===== src/rtl/constants_pkg.sv =====
// constants_pkg: ALU operation codes, instruction opcodes and instruction field positions
package constants_pkg;
  typedef enum logic [1:0] {REG_READ, REG_WRITE, ADD, SUB} ALUOp;
  typedef enum logic [3:0] {
    OP_NOP   = 4'h0,
    OP_ADD   = 4'h1,
    OP_SUB   = 4'h2,
    OP_LOADI = 4'h3,
    OP_OUT   = 4'h4,
    OP_HALT  = 4'hF
  } opcode_t;
  localparam int OPC_MSB = 15;
  localparam int OPC_LSB = 12;
  localparam int RR_MSB  = 11;
  localparam int RR_LSB  = 8;
  localparam int RA_MSB  = 7;
  localparam int RA_LSB  = 4;
  localparam int RB_MSB  = 3;
  localparam int RB_LSB  = 0;
  localparam int IMM_MSB = 7;
  localparam int IMM_LSB = 0;
endpackage


===== src/rtl/instr_decoder.sv =====
// instr_decoder: combinational decode of an instruction word into ALU op, register addresses and immediate
module instr_decoder
  import constants_pkg::*;
#(
  parameter int DATA_BITS = 8
) (
  input  logic [15:0]          ir,
  output ALUOp                 op,
  output logic [3:0]           addr_a,
  output logic [3:0]           addr_b,
  output logic [3:0]           addr_r,
  output logic [DATA_BITS-1:0] imm,
  output logic                 illegal,
  output logic                 halt
);
  logic [3:0] opc;
  logic       alu, rd_only;
  assign opc = ir[OPC_MSB:OPC_LSB];
  // fields not used by an opcode are driven to zero
  always_comb begin
    alu     = opc == OP_ADD || opc == OP_SUB;
    rd_only = opc == OP_LOADI || opc == OP_OUT;
    op      = opc == OP_ADD ? ADD : opc == OP_SUB ? SUB : opc == OP_LOADI ? REG_WRITE : REG_READ;
    addr_r  = alu ? ir[RR_MSB:RR_LSB] : '0;
    addr_a  = alu ? ir[RA_MSB:RA_LSB] : rd_only ? ir[RR_MSB:RR_LSB] : '0;
    addr_b  = alu ? ir[RB_MSB:RB_LSB] : '0;
    imm     = opc == OP_LOADI ? DATA_BITS'(ir[IMM_MSB:IMM_LSB]) : '0;
    illegal = opc inside {[4'h5:4'hE]};
    halt    = opc == OP_HALT;
  end
endmodule


===== src/rtl/instr_sequencer.sv =====
// instr_sequencer: fetch/decode/issue controller feeding the ALU+register-file stage
module instr_sequencer
  import constants_pkg::*;
#(
  parameter int DATA_BITS  = 8,
  parameter int PC_BITS    = 8,
  parameter int INSTR_BITS = 16
) (
  input  logic                  clk,
  input  logic                  reset,
  input  logic                  start,
  output logic [PC_BITS-1:0]    mem_addr,
  output logic                  mem_rd_req,
  input  logic                  mem_rd_valid,
  input  logic [INSTR_BITS-1:0] mem_rd_data,
  output ALUOp                  op,
  output logic [3:0]            addr_a,
  output logic [3:0]            addr_b,
  output logic [3:0]            addr_r,
  output logic [DATA_BITS-1:0]  data_out,
  output logic                  halted,
  output logic                  illegal,
  output logic [PC_BITS-1:0]    pc
);
  typedef enum logic [2:0] {IDLE, FETCH, DECODE, EXEC, SETTLE, HALTED} state_t;
  state_t                 state, nxt;
  logic [INSTR_BITS-1:0]  ir;
  ALUOp                   dec_op;
  logic [3:0]             dec_a, dec_b, dec_r;
  logic [DATA_BITS-1:0]   dec_imm;
  logic                   dec_ill, dec_halt;
  instr_decoder #(.DATA_BITS(DATA_BITS)) u_dec (
    .ir(ir),
    .op(dec_op),
    .addr_a(dec_a),
    .addr_b(dec_b),
    .addr_r(dec_r),
    .imm(dec_imm),
    .illegal(dec_ill),
    .halt(dec_halt)
  );
  // state register; reset drops straight back to IDLE
  always_ff @(posedge clk or posedge reset)
    if (reset) state <= IDLE;
    else state <= nxt;
  // next state: one instruction takes FETCH (>=1 cycle), DECODE, EXEC, SETTLE
  always_comb
    nxt = state == IDLE   ? (start ? FETCH : IDLE) :
          state == FETCH  ? (mem_rd_valid ? DECODE : FETCH) :
          state == DECODE ? EXEC :
          state == EXEC   ? SETTLE :
          state == SETTLE ? (dec_halt ? HALTED : FETCH) : HALTED;
  // outputs decoded from state so reset removes any request or write immediately
  always_comb begin
    mem_rd_req = state == FETCH;
    mem_addr   = state == FETCH ? pc : '0;
    op         = state == EXEC ? dec_op : REG_READ;
    halted     = state == HALTED;
  end
  // instruction latch, issue fields held through EXEC and SETTLE, pc and sticky illegal flag
  always_ff @(posedge clk or posedge reset)
    if (reset) begin
      ir       <= '0;
      addr_a   <= '0;
      addr_b   <= '0;
      addr_r   <= '0;
      data_out <= '0;
      illegal  <= 1'b0;
      pc       <= '0;
    end else begin
      if (state == FETCH && mem_rd_valid) ir <= mem_rd_data;
      if (state == DECODE) begin
        addr_a   <= dec_a;
        addr_b   <= dec_b;
        addr_r   <= dec_r;
        data_out <= dec_imm;
      end
      if (state == EXEC && dec_ill) illegal <= 1'b1;
      if (state == SETTLE && !dec_halt) pc <= pc + 1'b1;
    end
endmodule

===== config.mk =====
export PLATFORM = sky130hd
export DESIGN_NAME = instr_sequencer
export DESIGN_NICKNAME = d
export VERILOG_FILES = /design/src/rtl/constants_pkg.sv /design/src/rtl/instr_decoder.sv /design/src/rtl/instr_sequencer.sv
export SDC_FILE = /design/constraint.sdc
export NUM_CORES = 1
export LEC_CHECK = 0
export ABC_AREA = 1
export CORE_UTILIZATION = 45
export CTS_CLUSTER_DIAMETER = 200
export DETAILED_ROUTE_END_ITERATION = 10
export PLACE_DENSITY = 0.85
export SLEW_MARGIN = 20
export SYNTH_ARGS = -nofsm -noshare
export SYNTH_HDL_FRONTEND = slang
export SYNTH_SLANG_ARGS = --single-unit

===== constraint.sdc =====
create_clock -name clk -period 2.29 [get_ports clk]
set_input_delay 0.458 -clock clk [delete_from_list [all_inputs] [get_ports clk]]
set_output_delay 0.458 -clock clk [all_outputs]
set_load 0.01 [all_outputs]

==> qor.yml, run 1 <==
detailed_routing:
  wirelength_um: 5060
  wl_per_cell_um: 12.5
  drc: 0
  dr_total_vias: 1936
  detail-route-antenna-nets: 0
  first_iter_violations: 138
  initial_drt_pass_iterations: 5
  viasPerCell: 4.78
die:
  design.portCount: 61
  start_util_pct: 47.7
  die-width_um: 73.2
  design.die.area_um2: 5360
  floorplan_core_area_um2: 4790
  rows: 25
  fp.dieH_um: 73.2
synth:
  synthAdderAreaFrac_pct: 0.549
  synthesis.instances: 274
  synth_top_cells_by_area: "sky130_fd_sc_hd__dfrtp_1, sky130_fd_sc_hd__nand2_1, sky130_fd_sc_hd__nand3_1"
  mappedNetlistNets: 295
  largest_family_of_logic_cells_by_synthesized_area: "simple AND/OR/NAND/NOR gates"
  post_synth_num_cell_types: 21
  synth-simple-area-share_pct: 30.4
  post-synth-top-area-fraction_pct: 52.7
  synthMuxAreaShare_pct: 0
  synth-seq-area-share_pct: 52.7
  synth_compound_gate_area_share_pct: 7.19
  synth.largest_area_cell: "sky130_fd_sc_hd__dfrtp_1"
  postSynthRegisterBits: 48
  syn_avg_cell_area_um2: 8.32
  synth_xor_area_share_pct: 0.768
  mappedNetlistArea_um2: 2280
  synth-warning-count: 0
critical_path:
  worst_r2r_endpoint: "pc[5]$_DFFE_PP0P_"
  worst_setup_path_end_kind: "primary output"
  critPathTopFamily: "buffers and inverters"
  critical_path.reg2reg.startpoint: "state[0]$_DFF_PP0_"
  worstSetupPathType: "register to primary output"
  setup.worst_path.start_class: "register"
  crit_fanout: 5
  critPathBufInv: 2
  cp.arrival_ns: 1.74
  ff2ff_path_depth: 6
  worst_ep_required_time_ns: 1.83
  regToRegSetupSlack_ns: 0.69
  crit_path_max_incr_delay_ns: 0.58
  crit_slowest_cell: "sky130_fd_sc_hd__clkdlybuf4s50_1"
  cp_cell_sequence: "inv_2, nand3_1, nor3_1, clkdlybuf4s50_1"
clocking:
  htreeDepth: 2
  tritoncts: "yes"
  cts_inserted_buffers: 5
  cts_hold_repair.buffers: 0
  number_of_buffers_between_clock_root_and_the_deepest_sink: 2
  cts.sink_count: 48
  clockRootBuffer: "sky130_fd_sc_hd__clkbuf_8"
  clk_pin_slew_ns: 0.09
  clock_insertion_delay_worst_skew_ns: 0.30
timing:
  timing.clock.skew_ns: 0.00942
  rsz0062_at_grt: "false"
  maxSlewHeadroom_pct: 52.0
  finalHoldViolCount: 0
  fmaxAchievable_mhz: 454
  min_period_ns: 2.20
  min_period_over_period_pct: 96.1
  setup_viol_count_final: 0
  totalNegativeSetupSlack_ns: 0
  layout_setup_ws_ns: 0.0894
  max_slew.worst_pin.slew_ns: 0.717
  timing_max_transition_violations_final: 0
global_route:
  grt_util_all_layers_pct: 20.9
  grt_pass1_wl_um: 8380
  grt_overflow: 0
  grt_antenna_before_repair: 0
  grt_max_degree: 31
  first_global_vias: 1831
place:
  place_hpwl_um: 3690
  gpl.final_weighted_congestion: 0.798
  port-buffer-count: 60
  pre_cts_setup_slack_ns: 0.259
layout:
  drive_above_1_share_pct: 10.4
  layout-area-overhead-vs-synth_pct: 33.1
  layout.core_utilization_pct: 63.5
  insertedDiodeCount: 0
  finalNetCount: 358
worst_hold_path:
  min-delay-path-class: "primary input to async pin"
power:
  powerDensity_nw_per_um2: 1140
  peak_vdd_ir_mv: 0.513
  static_leakage_uw: 0.00147
job:
  drv_cap: 0
run_status:
  result_of_the_run: "finished clean"
synth_stat cells:
master / number
sky130_fd_sc_hd__nand2_1: 105
sky130_fd_sc_hd__dfrtp_1: 48
sky130_fd_sc_hd__nor2_1: 27
sky130_fd_sc_hd__inv_1: 25
sky130_fd_sc_hd__nand3_1: 21
sky130_fd_sc_hd__o21ai_0: 11
sky130_fd_sc_hd__o21ai_2: 11
sky130_fd_sc_hd__inv_2: 5
sky130_fd_sc_hd__nand2_4: 4
sky130_fd_sc_hd__buf_12: 2
sky130_fd_sc_hd__buf_2: 2
sky130_fd_sc_hd__buf_4: 2
sky130_fd_sc_hd__nor3_1: 2
sky130_fd_sc_hd__xor2_1: 2
sky130_fd_sc_hd__a21oi_1: 1
sky130_fd_sc_hd__ha_1: 1
sky130_fd_sc_hd__inv_4: 1
sky130_fd_sc_hd__inv_6: 1
sky130_fd_sc_hd__nand2_8: 1
sky130_fd_sc_hd__nand3_4: 1
sky130_fd_sc_hd__o21bai_1: 1
kinds of logic (layout without fill, tap and decap cells):
logic type	after synthesis	count (layout)
AO/OA/AOI/OAI	24	24
XOR/XNOR	2	2
adder cells (fa/ha/maj)	1	1
buffers and inverters	38	102
flip-flops	48	48
AND/OR/NAND/NOR	161	161
stage by stage:
step	std cells	total power [uW]	cell area [um^2]	hold WS [ns]
finish	405	3460	3040	0.487
global route	405	3700	3040	0.529
CTS	405	3480	3040	0.491
detailed placement	397	2870	2930	0.469
global placement	397	2800	2930	0.463
floorplan	274	2280	2280	0.449
registers in the layout, summed over array words and instances (netlist names):
name	cells
addr_b	4
data_out	8
illegal	1
ir	16
state	3
addr_a	4
pc	8
addr_r	4
metal layers:
metal / up-vias / share of wire (%) / GRT usage (%)
met5: - / 0 / 0
met4: 0 / 1.4 / 6.75
met3: 7 / 5.0 / 4.56
met2: 59 / 49 / 34.5
met1: 906 / 44 / 27.5
li1: 964 / - / -
final cells by class:
type,instances,area [um^2]
Fill cell,423,1750
Sequential cell,48,1200
Multi-Input combinational cell,188,890
Timing Repair Buffer,62,627
Inverter,32,128
Tap cell,67,83.8
Clock buffer,6,72.6
Clock inverter,2,35.0
cell usage in the layout (no fill, tap or decap):
cell type	instances
sky130_fd_sc_hd__a21oi_1	1
sky130_fd_sc_hd__buf_12	1
sky130_fd_sc_hd__buf_4	1
sky130_fd_sc_hd__bufinv_16	1
sky130_fd_sc_hd__clkbuf_1	1
sky130_fd_sc_hd__clkbuf_8	5
sky130_fd_sc_hd__clkdlybuf4s50_1	59
sky130_fd_sc_hd__clkinv_2	1
sky130_fd_sc_hd__dfrtp_1	48
sky130_fd_sc_hd__dlygate4sd2_1	1
sky130_fd_sc_hd__ha_1	1
sky130_fd_sc_hd__inv_1	24
sky130_fd_sc_hd__inv_2	6
sky130_fd_sc_hd__inv_4	1
sky130_fd_sc_hd__inv_6	1
sky130_fd_sc_hd__nand2_1	104
sky130_fd_sc_hd__nand2_2	1
sky130_fd_sc_hd__nand2_4	4
sky130_fd_sc_hd__nand2_8	1
sky130_fd_sc_hd__nand3_1	21
sky130_fd_sc_hd__nand3_4	1
sky130_fd_sc_hd__nor2_1	27
sky130_fd_sc_hd__nor3_1	2
sky130_fd_sc_hd__o21ai_0	11
sky130_fd_sc_hd__o21ai_2	11
sky130_fd_sc_hd__o21bai_1	1
sky130_fd_sc_hd__xor2_1	2
power breakdown:
part / total (uW) / internal (uW) / switching (uW)
clock network: 603 / 324 / 279
registers: 1360 / 1150 / 214
logic: 1490 / 655 / 837
total: 3460 / 2130 / 1330
worst max path at each step:
stage	startpoint	to	slack, ns	cells after the start
final	state[2]$_DFF_PP0_	op[0]	0.09	4
after global placement	ir[14]$_DFFE_PP0P_	op[1]	0.35	6
after detailed placement	ir[14]$_DFFE_PP0P_	op[1]	0.26	6
after CTS	state[2]$_DFF_PP0_	op[0]	0.09	4
after global routing	state[2]$_DFF_PP0_	op[0]	0.03	4
after floorplan	reset	addr_a[0]$_DFFE_PP0P_	0.69	1
timing repair:
action                     CTS  global route
setup endpoints to repair    1             0
resized for setup            2             0
setup buffers                0             0
Power figures use the tool's default switching activity.
==> run 2: changes to the inputs <==
CELL_PAD_IN_SITES_DETAIL_PLACEMENT = 0   (was unset)
CELL_PAD_IN_SITES_GLOBAL_PLACEMENT = 2   (was unset)
CORE_UTILIZATION = 30   (was 45)
PLACE_DENSITY = 0.95   (was 0.85)
==> qor.yml, run 2 (synthesis gave the netlist of run 1 again) <==
detailed_routing:
  wirelength_um: 5160
  drc: 0
  dr_total_vias: 1867
  first_iter_violations: 78
  initial_drt_pass_iterations: 4
  wl_per_cell_um: 11.8
  viasPerCell: 4.26
  detail-route-antenna-nets: 0
clocking:
  tritoncts: "yes"
  number_of_buffers_between_clock_root_and_the_deepest_sink: 2
  clockRootBuffer: "sky130_fd_sc_hd__clkbuf_8"
  clock_insertion_delay_worst_skew_ns: 0.30
  htreeDepth: 2
  clk_pin_slew_ns: 0.09
  cts.sink_count: 48
  cts_inserted_buffers: 5
  cts_hold_repair.buffers: 0
timing:
  timing.clock.skew_ns: 0.00549
  totalNegativeSetupSlack_ns: 0
  setup_viol_count_final: 0
  min_period_over_period_pct: 92.3
  timing_max_transition_violations_final: 0
  fin_worst_hold_slack_ns: 0.484
  maxSlewHeadroom_pct: 59.3
  min_period_ns: 2.11
  rsz0062_at_grt: "false"
  fmaxAchievable_mhz: 473
  finalHoldViolCount: 0
  max_slew.worst_pin.slew_ns: 0.610
power:
  powerDensity_nw_per_um2: 1120
  static_leakage_uw: 0.00148
  peak_vdd_ir_mv: 0.482
layout:
  biggestRegsByFlops: "ir (16), data_out (8), pc (8)"
  drive_above_1_share_pct: 11.8
  finalNetCount: 359
  number_of_flip_flops_under_the_largest_register_name: 16
  layout-area-overhead-vs-synth_pct: 35.5
  insertedDiodeCount: 0
  largest-register: "ir"
  post-route-cell-area_um2: 3090
  mostFrequentLayoutCell: "sky130_fd_sc_hd__nand2_1"
  instances_no_fill: 438
  num-fill-cells: 762
  most-common-layout-cells: "sky130_fd_sc_hd__nand2_1, sky130_fd_sc_hd__clkdlybuf4s50_1, sky130_fd_sc_hd__dfrtp_1"
run_status:
  result_of_the_run: "finished clean"
die:
  design.die.area_um2: 7960
  start_util_pct: 31.3
  fp.dieH_um: 89.2
  rows: 31
  die-width_um: 89.2
  floorplan_core_area_um2: 7290
  design.portCount: 61
worst_hold_path:
  hold_start: "ir[3]$_DFFE_PP0P_"
  min_delay_path_depth: 2
  min-delay-path-class: "register to register"
  whs_endpoint: "ir[3]$_DFFE_PP0P_"
place:
  place_inst: 430
  place_hpwl_um: 3730
  placed_area_um2: 2960
  gpl.final_weighted_congestion: 0.741
  port-buffer-count: 60
global_route:
  grt_pass1_wl_um: 8680
  grt_overflow: 0
  grt_antenna_before_repair: 0
  grt_util_all_layers_pct: 14.4
  first_global_vias: 1858
  grt_max_degree: 49
critical_path:
  regToRegSetupSlack_ns: 0.88
  worstSetupPathType: "register to primary output"
  cp.arrival_ns: 1.65
  worst_setup_path_end_kind: "primary output"
  crit_fanout: 5
  critical_path.reg2reg.startpoint: "state[1]$_DFF_PP0_"
  worst_ep_required_time_ns: 1.83
  worst_r2r_endpoint: "ir[13]$_DFFE_PP0P_"
  ff2ff_path_depth: 7
  setup.worst_path.start_class: "register"
job:
  drv_cap: 0
==> run 2: worst max path at each step <==
stage,from,end,slack (ns),depth (start not counted)
final,state[2]$_DFF_PP0_,op[0],0.18,4
after global routing,state[0]$_DFF_PP0_,halted,0.07,3
after CTS,ir[14]$_DFFE_PP0P_,op[1],0.02,6
after detailed placement,ir[14]$_DFFE_PP0P_,op[1],0.26,6
after global placement,ir[14]$_DFFE_PP0P_,op[1],0.32,6
after floorplan,reset,addr_a[0]$_DFFE_PP0P_,0.69,1
==> run 2: area by class of cell <==
cell class | count | area (um^2) | share of cell area [%]
clock buffer | 5 | 68.8 | 2.23
clock inverter | 3 | 42.5 | 1.38
inverter | 32 | 128 | 4.13
multi-input combinational | 188 | 902 | 29.2
sequential | 48 | 1200 | 38.9
tap | 99 | 124 | 4.01
timing repair buffer | 63 | 626 | 20.2
==> run 2: through the flow <==
stage,util [%],setup WS (ns),power (uW)
2_1_floorplan,-,0.688,2280
3_3_place_gp,40.6,0.317,2850
3_5_place_dp,40.6,0.256,2870
4_1_cts,42.2,0.0174,3510
5_1_grt,42.4,0.0714,3750
6_report,42.4,0.177,3460
==> run 2: what timing repair did <==
item / in CTS / in global routing
gates resized for setup: 2 / 3
setup buffers: 0 / 0
endpoints found under the setup margin: 1 / 2
==> run 2: layer usage <==
| metal | track usage, % | routed length (um) | vias to the layer above |
|---|---|---|---|
| li1 | - | - | 967 |
| met1 | 19.3 | 2500 | 844 |
| met2 | 23.0 | 2310 | 47 |
| met3 | 3.42 | 263 | 9 |
| met4 | 4.91 | 82 | 0 |
| met5 | 0 | 0 | - |
==> run 2: worst max-delay path, cell delays in order (launching register included) <==
cell and delay, ns:
sky130_fd_sc_hd__dfrtp_1 0.41, sky130_fd_sc_hd__inv_2 0.12, sky130_fd_sc_hd__nand3_2 0.13, sky130_fd_sc_hd__nor3_2 0.15, sky130_fd_sc_hd__clkdlybuf4s50_1 0.56
==> run 2: report_power, final <==
group | internal (uW) | switching (uW)
Combinational | 663 | 828
Sequential | 1150 | 207
Clock | 323 | 286
==> run 3: changes to the inputs <==
SYNTH_HIERARCHICAL = 1   (was unset)
==> qor.yml, run 3 <==
global_route:
  grt_use_met3_pct: 2.60
  first_global_vias: 1783
  grt_antenna_before_repair: 0
  grt_use_met1_pct: 17.1
  grt_pass1_wl_um: 8290
  globalRoute.busiestLayer: "met2"
  grt.met2_usage_pct: 20.3
  grt_overflow: 0
  grt_max_degree: 49
  grt_util_all_layers_pct: 12.6
synth:
  synth-seq-area-share_pct: 50.2
  mappedNetlistNets: 322
  synth_top_cells_by_area: "sky130_fd_sc_hd__dfrtp_1, sky130_fd_sc_hd__nand2_1, sky130_fd_sc_hd__inv_1"
  postSynthRegisterBits: 48
  synth-edff-count: 0
  synthMostInstantiatedCell: "sky130_fd_sc_hd__nand2_1"
  most_used_flip_flop_cell_after_synthesis: "sky130_fd_sc_hd__dfrtp_1"
  synth.largest_area_cell: "sky130_fd_sc_hd__dfrtp_1"
  synthArstFlopShare_pct: 100
  syn_avg_cell_area_um2: 7.95
  synth-warning-count: 6
  mappedNetlistArea_um2: 2390
  synthesis.instances: 301
  post_synth_num_cell_types: 26
  top_cell_types_by_occurrence_after_synthesis: "sky130_fd_sc_hd__nand2_1, sky130_fd_sc_hd__inv_1, sky130_fd_sc_hd__dfrtp_1"
  post-synth-top-area-fraction_pct: 50.2
layout:
  drive_above_1_share_pct: 12.0
  mostFrequentLayoutCell: "sky130_fd_sc_hd__nand2_1"
  layout-area-overhead-vs-synth_pct: 36.5
  finalNetCount: 387
  biggestRegsByFlops: "ir (16), data_out (8), pc (8)"
  insertedDiodeCount: 0
  layout.core_utilization_pct: 42.3
  largest-register: "ir"
  most-common-layout-cells: "sky130_fd_sc_hd__nand2_1, sky130_fd_sc_hd__clkdlybuf4s50_1, sky130_fd_sc_hd__inv_1"
  number_of_flip_flops_under_the_largest_register_name: 16
  sequential_cell_area_um2: 1200
  multi_input_combinational_cell_area_um2: 898
  post-route-cell-area_um2: 3270
  num-fill-cells: 795
critical_path:
  worst_setup_path_end_kind: "primary output"
  setup.worst_path.start_class: "register"
  worst_ep_required_time_ns: 1.83
  ff2ff_path_depth: 9
  crit_fanout: 9
  worstSetupPathType: "register to primary output"
  cp.arrival_ns: 1.67
die:
  start_util_pct: 31.0
  rows: 32
  floorplan_core_area_um2: 7730
  die-width_um: 91.3
  fp.dieH_um: 91.3
  design.portCount: 61
  design.die.area_um2: 8340
timing:
  min_period_ns: 2.13
  finalHoldViolCount: 0
  max_slew.worst_pin.slew_ns: 0.606
  rsz0062_at_grt: "false"
  totalNegativeSetupSlack_ns: 0
  maxSlewHeadroom_pct: 59.6
  timing.clock.skew_ns: 0.00719
  setup_viol_count_final: 0
  min_period_over_period_pct: 92.9
  timing_max_transition_violations_final: 0
  fin_worst_hold_slack_ns: 0.479
  fmaxAchievable_mhz: 470
detailed_routing:
  dr_total_vias: 1911
  drc: 0
  wirelength_um: 4960
  detail-route-antenna-nets: 0
  viasPerCell: 4.07
  wl_per_cell_um: 10.6
  first_iter_violations: 85
  initial_drt_pass_iterations: 4
power:
  peak_vdd_ir_mv: 0.409
  powerDensity_nw_per_um2: 1160
  static_leakage_uw: 0.00156
  design_power_total_uw: 3800
place:
  place_hpwl_um: 3680
  port-buffer-count: 60
  placed_area_um2: 3090
  gpl.final_weighted_congestion: 0.742
clocking:
  cts_hold_repair.buffers: 0
  cts_inserted_buffers: 5
  clk_pin_slew_ns: 0.09
  tritoncts: "yes"
  cts.sink_count: 48
  clockRootBuffer: "sky130_fd_sc_hd__clkbuf_8"
  number_of_buffers_between_clock_root_and_the_deepest_sink: 2
  htreeDepth: 2
  clock_insertion_delay_worst_skew_ns: 0.30
job:
  drv_cap: 0
worst_hold_path:
  min-delay-path-class: "register to register"
  min_delay_path_depth: 1
run_status:
  result_of_the_run: "finished clean"
-- run 3: critical path, stage by stage, from the launching register on --
cell and delay, ns:
sky130_fd_sc_hd__dfrtp_1 0.43, sky130_fd_sc_hd__inv_2 0.13, sky130_fd_sc_hd__nand3_4 0.15, sky130_fd_sc_hd__nor2_1 0.12, sky130_fd_sc_hd__clkdlybuf4s50_1 0.54
-- run 3: final timing paths --
| check | start | end | slack (ns) |
|---|---|---|---|
| worst max-delay path | state[2]$_DFF_PP0_ | mem_addr[3] | 0.16 |
| worst min-delay path | illegal$_DFFE_PP0P_ | illegal$_DFFE_PP0P_ | 0.48 |
| worst max register to register | ir[15]$_DFFE_PP0P_ | pc[4]$_DFFE_PP0P_ | 0.57 |
| worst min register to register | illegal$_DFFE_PP0P_ | illegal$_DFFE_PP0P_ | 0.48 |
| max in group asynchronous | reset | ir[15]$_DFFE_PP0P_ | 1.22 |
| min in group asynchronous | reset | pc[7]$_DFFE_PP0P_ | 0.63 |
-- run 3: cells by family (layout without fill, tap and decap cells) --
kind of cell | count (synthesis) | in the layout | synth area share, %
adder cells (fa/ha/maj) | 1 | 1 | 0.523
AO/OA/AOI/OAI | 26 | 26 | 5.54
AND/OR/NAND/NOR | 155 | 155 | 30.0
flip-flops | 48 | 48 | 50.2
XOR/XNOR | 4 | 4 | 1.46
buffers and inverters | 67 | 133 | 12.3
-- run 3: per-stage QoR --
stage                     instances  setup WS, ns
final                           469         0.162
after global routing            469        0.0754
after detailed placement        460         0.317
after global placement          460         0.334
after CTS                       468       0.00213
after floorplan                 301         0.688
-- run 3: final cells by class --
class | count | share of cell area [%]
Sequential cell | 48 | 36.8
Multi-Input combinational cell | 186 | 27.5
Timing Repair Buffer | 65 | 19.7
Inverter | 60 | 7.20
Tap cell | 102 | 3.91
Clock inverter | 3 | 2.76
Clock buffer | 5 | 2.11
-- run 3: metal layers --
metal	share of wire, %	wire length, um	vias to the layer above
met4	1.3	63	0
met5	0	0	-
met3	3.3	166	6
met2	46	2270	34
met1	49	2450	846
li1	-	-	1025
-- run 3: timing repair --
action	4_1_cts	5_1_grt
setup buffers	0	1
pin swaps	0	0
endpoints found under the setup margin	2	2
gates cloned	0	0
resized for setup	1	3
-- run 3: report_power, final --
part / total (uW) / switching, uW / internal [uW]
Combinational: 1580 / 874 / 707
Sequential: 1400 / 255 / 1140
Clock: 828 / 282 / 546
Total: 3800 / 1410 / 2390
